## src/rtl/rr_reg_arbiter.sv

```systemverilog
// rr_reg_arbiter: round-robin arbitration of N_REQ writers onto one shared WIDTH-bit register, with bounded lock bursts.
// Latency: request sampled on edge t; the gnt pulse and the new q are both visible after edge t (one register stage).
// Backpressure: losers keep req high and wait; while locked only the owner is served, all other requests stay pending.
//
// Ports:
//   clk    - system clock, all state on rising edge
//   rst    - asynchronous reset, active-low
//   req    - per-requester write request (level, held until granted)
//   lock   - per-requester lock request, sampled together with req
//   wdata  - packed write data, slice i = wdata[i*WIDTH +: WIDTH]
//   gnt    - registered one-hot grant pulse, one cycle per write
//   q      - shared register contents
//   owner  - index of the last granted requester
//   locked - high while a requester holds the lock
module rr_reg_arbiter #(
   parameter int N_REQ    = 4,
   parameter int WIDTH    = 8,
   parameter int MAX_LOCK = 16
) (
   input  logic                     clk,
   input  logic                     rst,
   input  logic [N_REQ-1:0]         req,
   input  logic [N_REQ-1:0]         lock,
   input  logic [N_REQ*WIDTH-1:0]   wdata,
   output logic [N_REQ-1:0]         gnt,
   output logic [WIDTH-1:0]         q,
   output logic [$clog2(N_REQ)-1:0] owner,
   output logic                     locked
);

   localparam int IDX_W = $clog2(N_REQ);
   localparam int CNT_W = $clog2(MAX_LOCK + 1);
   localparam logic [CNT_W-1:0] CNT_LAST = CNT_W'(MAX_LOCK - 1);

   typedef enum logic {
      ST_IDLE   = 1'b0,
      ST_LOCKED = 1'b1
   } state_t;

   state_t             r_state;
   state_t             w_state_nxt;
   logic [IDX_W-1:0]   r_ptr;
   logic [IDX_W-1:0]   r_owner;
   logic [CNT_W-1:0]   r_lock_cnt;
   logic [N_REQ-1:0]   r_gnt;
   logic [WIDTH-1:0]   r_q;

   logic               w_rr_vld;
   logic [IDX_W-1:0]   w_rr_idx;
   logic [IDX_W:0]     w_sum;
   logic [IDX_W-1:0]   w_cand;

   logic               w_wr;
   logic [IDX_W-1:0]   w_sel;
   logic               w_ptr_upd;
   logic               w_cnt_clr;
   logic               w_cnt_inc;
   logic [WIDTH-1:0]   w_wdat;
   logic [N_REQ-1:0]   w_onehot;

   // Round-robin search starting just after r_ptr. The loop runs from the
   // farthest candidate down to the nearest so the nearest set request is
   // the last assignment and therefore wins.
   always_comb begin
      w_rr_vld = 1'b0;
      w_rr_idx = '0;
      w_sum    = '0;
      w_cand   = '0;
      for (int k = N_REQ; k >= 1; k--) begin
         w_sum = {1'b0, r_ptr} + (IDX_W+1)'(k);
         if (w_sum >= (IDX_W+1)'(N_REQ)) begin
            w_sum = w_sum - (IDX_W+1)'(N_REQ);
         end
         w_cand = w_sum[IDX_W-1:0];
         if (req[w_cand]) begin
            w_rr_vld = 1'b1;
            w_rr_idx = w_cand;
         end
      end
   end

   // Next-state and write control.
   always_comb begin
      w_state_nxt = r_state;
      w_wr        = 1'b0;
      w_sel       = r_owner;
      w_ptr_upd   = 1'b0;
      w_cnt_clr   = 1'b0;
      w_cnt_inc   = 1'b0;
      case (r_state)
         ST_IDLE: begin
            if (w_rr_vld) begin
               w_wr      = 1'b1;
               w_sel     = w_rr_idx;
               w_ptr_upd = 1'b1;
               if (lock[w_rr_idx]) begin
                  w_state_nxt = ST_LOCKED;
                  w_cnt_clr   = 1'b1;
               end
            end
         end
         ST_LOCKED: begin
            // Owner may still write in the exit cycle; its lock bit is not
            // re-examined for re-entry, so re-locking needs a fresh IDLE win.
            w_wr      = req[r_owner];
            w_cnt_inc = 1'b1;
            if (!lock[r_owner] || (r_lock_cnt == CNT_LAST)) begin
               w_state_nxt = ST_IDLE;
            end
         end
         default: w_state_nxt = ST_IDLE;
      endcase
   end

   assign w_wdat   = wdata[int'(w_sel)*WIDTH +: WIDTH];
   assign w_onehot = N_REQ'(1) << w_sel;

   always_ff @(posedge clk or negedge rst) begin
      if (!rst) begin
         r_state <= ST_IDLE;
      end else begin
         r_state <= w_state_nxt;
      end
   end

   always_ff @(posedge clk or negedge rst) begin
      if (!rst) begin
         r_gnt      <= '0;
         r_q        <= '0;
         r_owner    <= '0;
         r_ptr      <= IDX_W'(N_REQ - 1);
         r_lock_cnt <= '0;
      end else begin
         r_gnt <= w_wr ? w_onehot : '0;
         if (w_wr) begin
            r_q     <= w_wdat;
            r_owner <= w_sel;
         end
         if (w_ptr_upd) begin
            r_ptr <= w_sel;
         end
         if (w_cnt_clr) begin
            r_lock_cnt <= '0;
         end else if (w_cnt_inc) begin
            r_lock_cnt <= r_lock_cnt + CNT_W'(1);
         end
      end
   end

   assign gnt    = r_gnt;
   assign q      = r_q;
   assign owner  = r_owner;
   assign locked = (r_state == ST_LOCKED);

endmodule
```

## config.mk

```make
export PLATFORM = sky130hd
export DESIGN_NAME = rr_reg_arbiter
export DESIGN_NICKNAME = d
export VERILOG_FILES = /design/src/rtl/rr_reg_arbiter.sv
export SDC_FILE = /design/constraint.sdc
export NUM_CORES = 1
export LEC_CHECK = 0
export CAP_MARGIN = 30
export CORE_UTILIZATION = 44
export DETAILED_ROUTE_END_ITERATION = 10
export GPL_TIMING_DRIVEN = 0
export PLACE_DENSITY = 0.78
export SLEW_MARGIN = 20
export SYNTH_ARGS = -nofsm -noshare
export SYNTH_HDL_FRONTEND = slang
export SYNTH_SLANG_ARGS = --single-unit
```

## constraint.sdc

```tcl
create_clock -name clk -period 2.6 [get_ports clk]
set_input_delay 0.52 -clock clk [delete_from_list [all_inputs] [get_ports clk]]
set_output_delay 0.52 -clock clk [all_outputs]
set_load 0.005 [all_outputs]
```

==> summary.txt <==
Setup path
  – Crit path from: req[3]
  – Critical path fanouts, max: 6
  – Crit. End Element: register
  – Req. time, crit path: ~2.8 ns
  – Critical Path End: locked$_DFF_PN0_
  – Launch point of the worst reg-to-reg path: r_ptr[1]$_DFFE_PN1P_
  – R2r setup slk: approximately 0.50 ns
  – RR Endpoint: q[1]$_DFFE_PN0P_
  – Crit path kind: input port to register
  – Critical path startpoint category: input port
  – FF-to-FF path depth: 6
  – CP arrival: ~2.6 ns

Floorplanning
  – I/O Pins: 57
  – Core area: roughly 0.0031 sq mm
  – Die Ht: between 50 and 60 um
  – Initial core utilization: a little under half
  – DIE AREA: approximately 0.0036 sq mm
  – FP Rows: 20
  – Chip Width: 59.6 um

Drt
  – Initial DRC count: 46
  – Via count: roughly 1.3k
  – DRC Markers: 0
  – Routed Antenna Nets: 0
  – WL final: around 3800 um
  – Drt via density: 5.46
  – Drt first pass iters: 4
  – DR WL/cell: about 16 um

STA
  – Highest clock rate: roughly 420 MHz
  – Fin crit share: between 90% and 100%
  – Fin Hold WS: ~0.15 ns
  – Worst Skew: about 0.014 ns
  – Unrepaired setup endpoints after global routing: false
  – Worst-margin pin slew: around 0.64 ns
  – Setup Viol. Count Final: 0
  – Endpoints failing hold: 0
  – Slew margin rel.: 57.2%
  – Slew Viols, Final: 0
  – Post-layout min period: between 2 and 2.5 ns
  – Fin worst setup slack: 0.235 ns

Finish
  – Post-layout util: between 60 and 70%
  – Fin cells: approximately 240
  – Sequential Area: 553 sq um
  – Layout Nets: approximately 240
  – Antenna diodes: 0
  – Multi-input gate area: approximately 820 sq um
  – FILL cells: 255
  – P&R area growth vs syn: 45.4%
  – Layout cells sized above 1: 18.8%

Synthesis
  – Synth cell types: between 40 and 50
  – Syn nets: 181
  – Mapped Area: ~0.0015 sq mm
  – Post-Syn Instances: around 140
  – Yosys reg bits: 22
  – Ys Warns: 0
  – Top_reg_cell synth: dfrtp_1
  – Sequential share of the synthesized area: between 30% and 40%
  – Synth async-reset ratio: between 90% and 100%
  – EDFF count, synth: 0
  – Syn Area/Cell: between 10 and 15 sq um

Clocking
  – Cts hold-fix bufs: 0
  – CTS buffer count: 3
  – Post-CTS Setup Inserts: 0
  – CTS tree: yes
  – H-tree depth: 1
  – Clock buffer depth: 2
  – Root Buffer: clkbuf_4
  – CTS Sinks: 22
  – # resized after CTS: 0
  – Clk slew on worst S/H paths: around 0.14 ns
  – Latest clock arrival within the worst-skew pair: ~0.32 ns

Global route
  – Vias in the first global route: approximately 1.4k
  – First-pass GRT wire length: between 6000 and 7000 um
  – Total global routing track utilization: a little under a quarter
  – Largest net degree at the start of global routing: 23
  – GRT overflow: 0
  – Initial antenna violation count: 0

Place
  – Pre-CTS setup slack: -0.0761 ns
  – IO Port Bufs: 56
  – Post-DP HPWL: a little under 3000 um
  – GP Congestion: 0.803
  – Placed Instances: between 200 and 250

Power
  – P per Cell Area: 1110 mW/mm^2
  – Lkg Pwr: slightly below 0.0009 uW
  – VDD IR max: 482 uV
  – Pwr Total: between 2000 and 2500 uW

Flow run
  – Max_cap viols: 0

Status
  – Status: finished, final reports clean

Hold path
  – Worst Hold Class: input port to async pin
[cells in the final DEF, fill, tap and decap left out, types with 2 or more instances in the layout]
cell,n
clkdlybuf4s50_1,55
dfrtp_1,20
nor2_1,17
a211oi_2,15
mux2i_1,9
and4_1,8
nand2_1,7
nor3_1,7
inv_1,5
buf_2,3
clkbuf_4,3
nand2b_1,2
nand4_1,2
buf_12,2
mux4_2,2
o21ai_0,2
or2_2,2
and2_1,2
a21oi_1,2
o31ai_1,2
a21o_1,2
ha_1,2
dfstp_2,2
[Yosys cell counts (5+ instances only)]
cell type  count  area share [%]
nand2_1        7             1.8
inv_1          5             1.3
and4_1         8             4.8
nor3_1         7             2.4
mux2i_1        9             6.2
nor2_1        17             4.4
dfrtp_1       20              34
a211oi_2      15              13
[kinds of logic after synthesis]
group           Yosys count  synth area share, %
fa+ha+maj                 2                 1.71
simple gates             57                 22.7
flops                    22                 37.8
mux                      12                 10.0
xor+xnor                  2                 1.20
buf+inv                  12                 5.99
compound gates           30                 20.5
[cell type report]
cell class                 instances  share of cell area (%)
buffer                             6                    3.06
clock buffer                       3                    1.06
multi-input combinational        103                    38.6
timing repair buffer              56                    26.1
inverter                           6                    1.06
tap                               44                    2.59
clock inverter                     1                    1.41
sequential                        22                    26.0
[how the worst min path moves through the flow]
stage | end | slack [ns] | cells after the start
3_5_place_dp | r_ptr[0]$_DFFE_PN1P_ | 0.52 | 2
3_3_place_gp | r_lock_cnt[3]$_DFFE_PN0P_ | 0.52 | 2
4_1_cts | r_ptr[0]$_DFFE_PN1P_ | 0.55 | 2
5_1_grt | q[5]$_DFFE_PN0P_ | 0.17 | 1
6_report | q[1]$_DFFE_PN0P_ | 0.15 | 1
2_1_floorplan | gnt[0]$_DFF_PN0_ | 0.22 | 0
[per-stage QoR]
stage	area [sq um]	TNS (ns)
after global placement	2080	-0.0752
final	2120	0
after CTS	2130	0
after global routing	2120	0
after floorplan	1460	0
after detailed placement	2080	-0.401
[per-layer routing]
| layer | vias up | global-route usage, % | wire length [um] |
|---|---|---|---|
| met5 | - | 0 | 0 |
| met4 | 0 | 7.97 | 41 |
| met3 | 4 | 2.84 | 233 |
| met2 | 52 | 43.7 | 1880 |
| met1 | 626 | 28.7 | 1670 |
| li1 | 634 | - | - |
[registers in the layout, indices dropped and copies added (netlist names)]
name,count
q,8
r_lock_cnt,5
gnt,4
owner,2
r_ptr,2
locked,1
[worst max-delay path: stages]
cell	delay, ns
clkdlybuf4s50_1	0.49
nor4_1	0.50
or2_0	0.16
buf_2	0.16
nor3_1	0.06
mux2_2	0.34
a311o_1	0.34
[where the power goes]
group	total (uW)	leakage, uW	internal [uW]	switching [uW]
Sequential	639	0.000265	515	124
Combinational	1460	0.000573	773	688
Clock	268	0.0000279	156	112
Total	2370	0.000866	1440	924
Note: power is estimated with default switching activity, not from simulation.
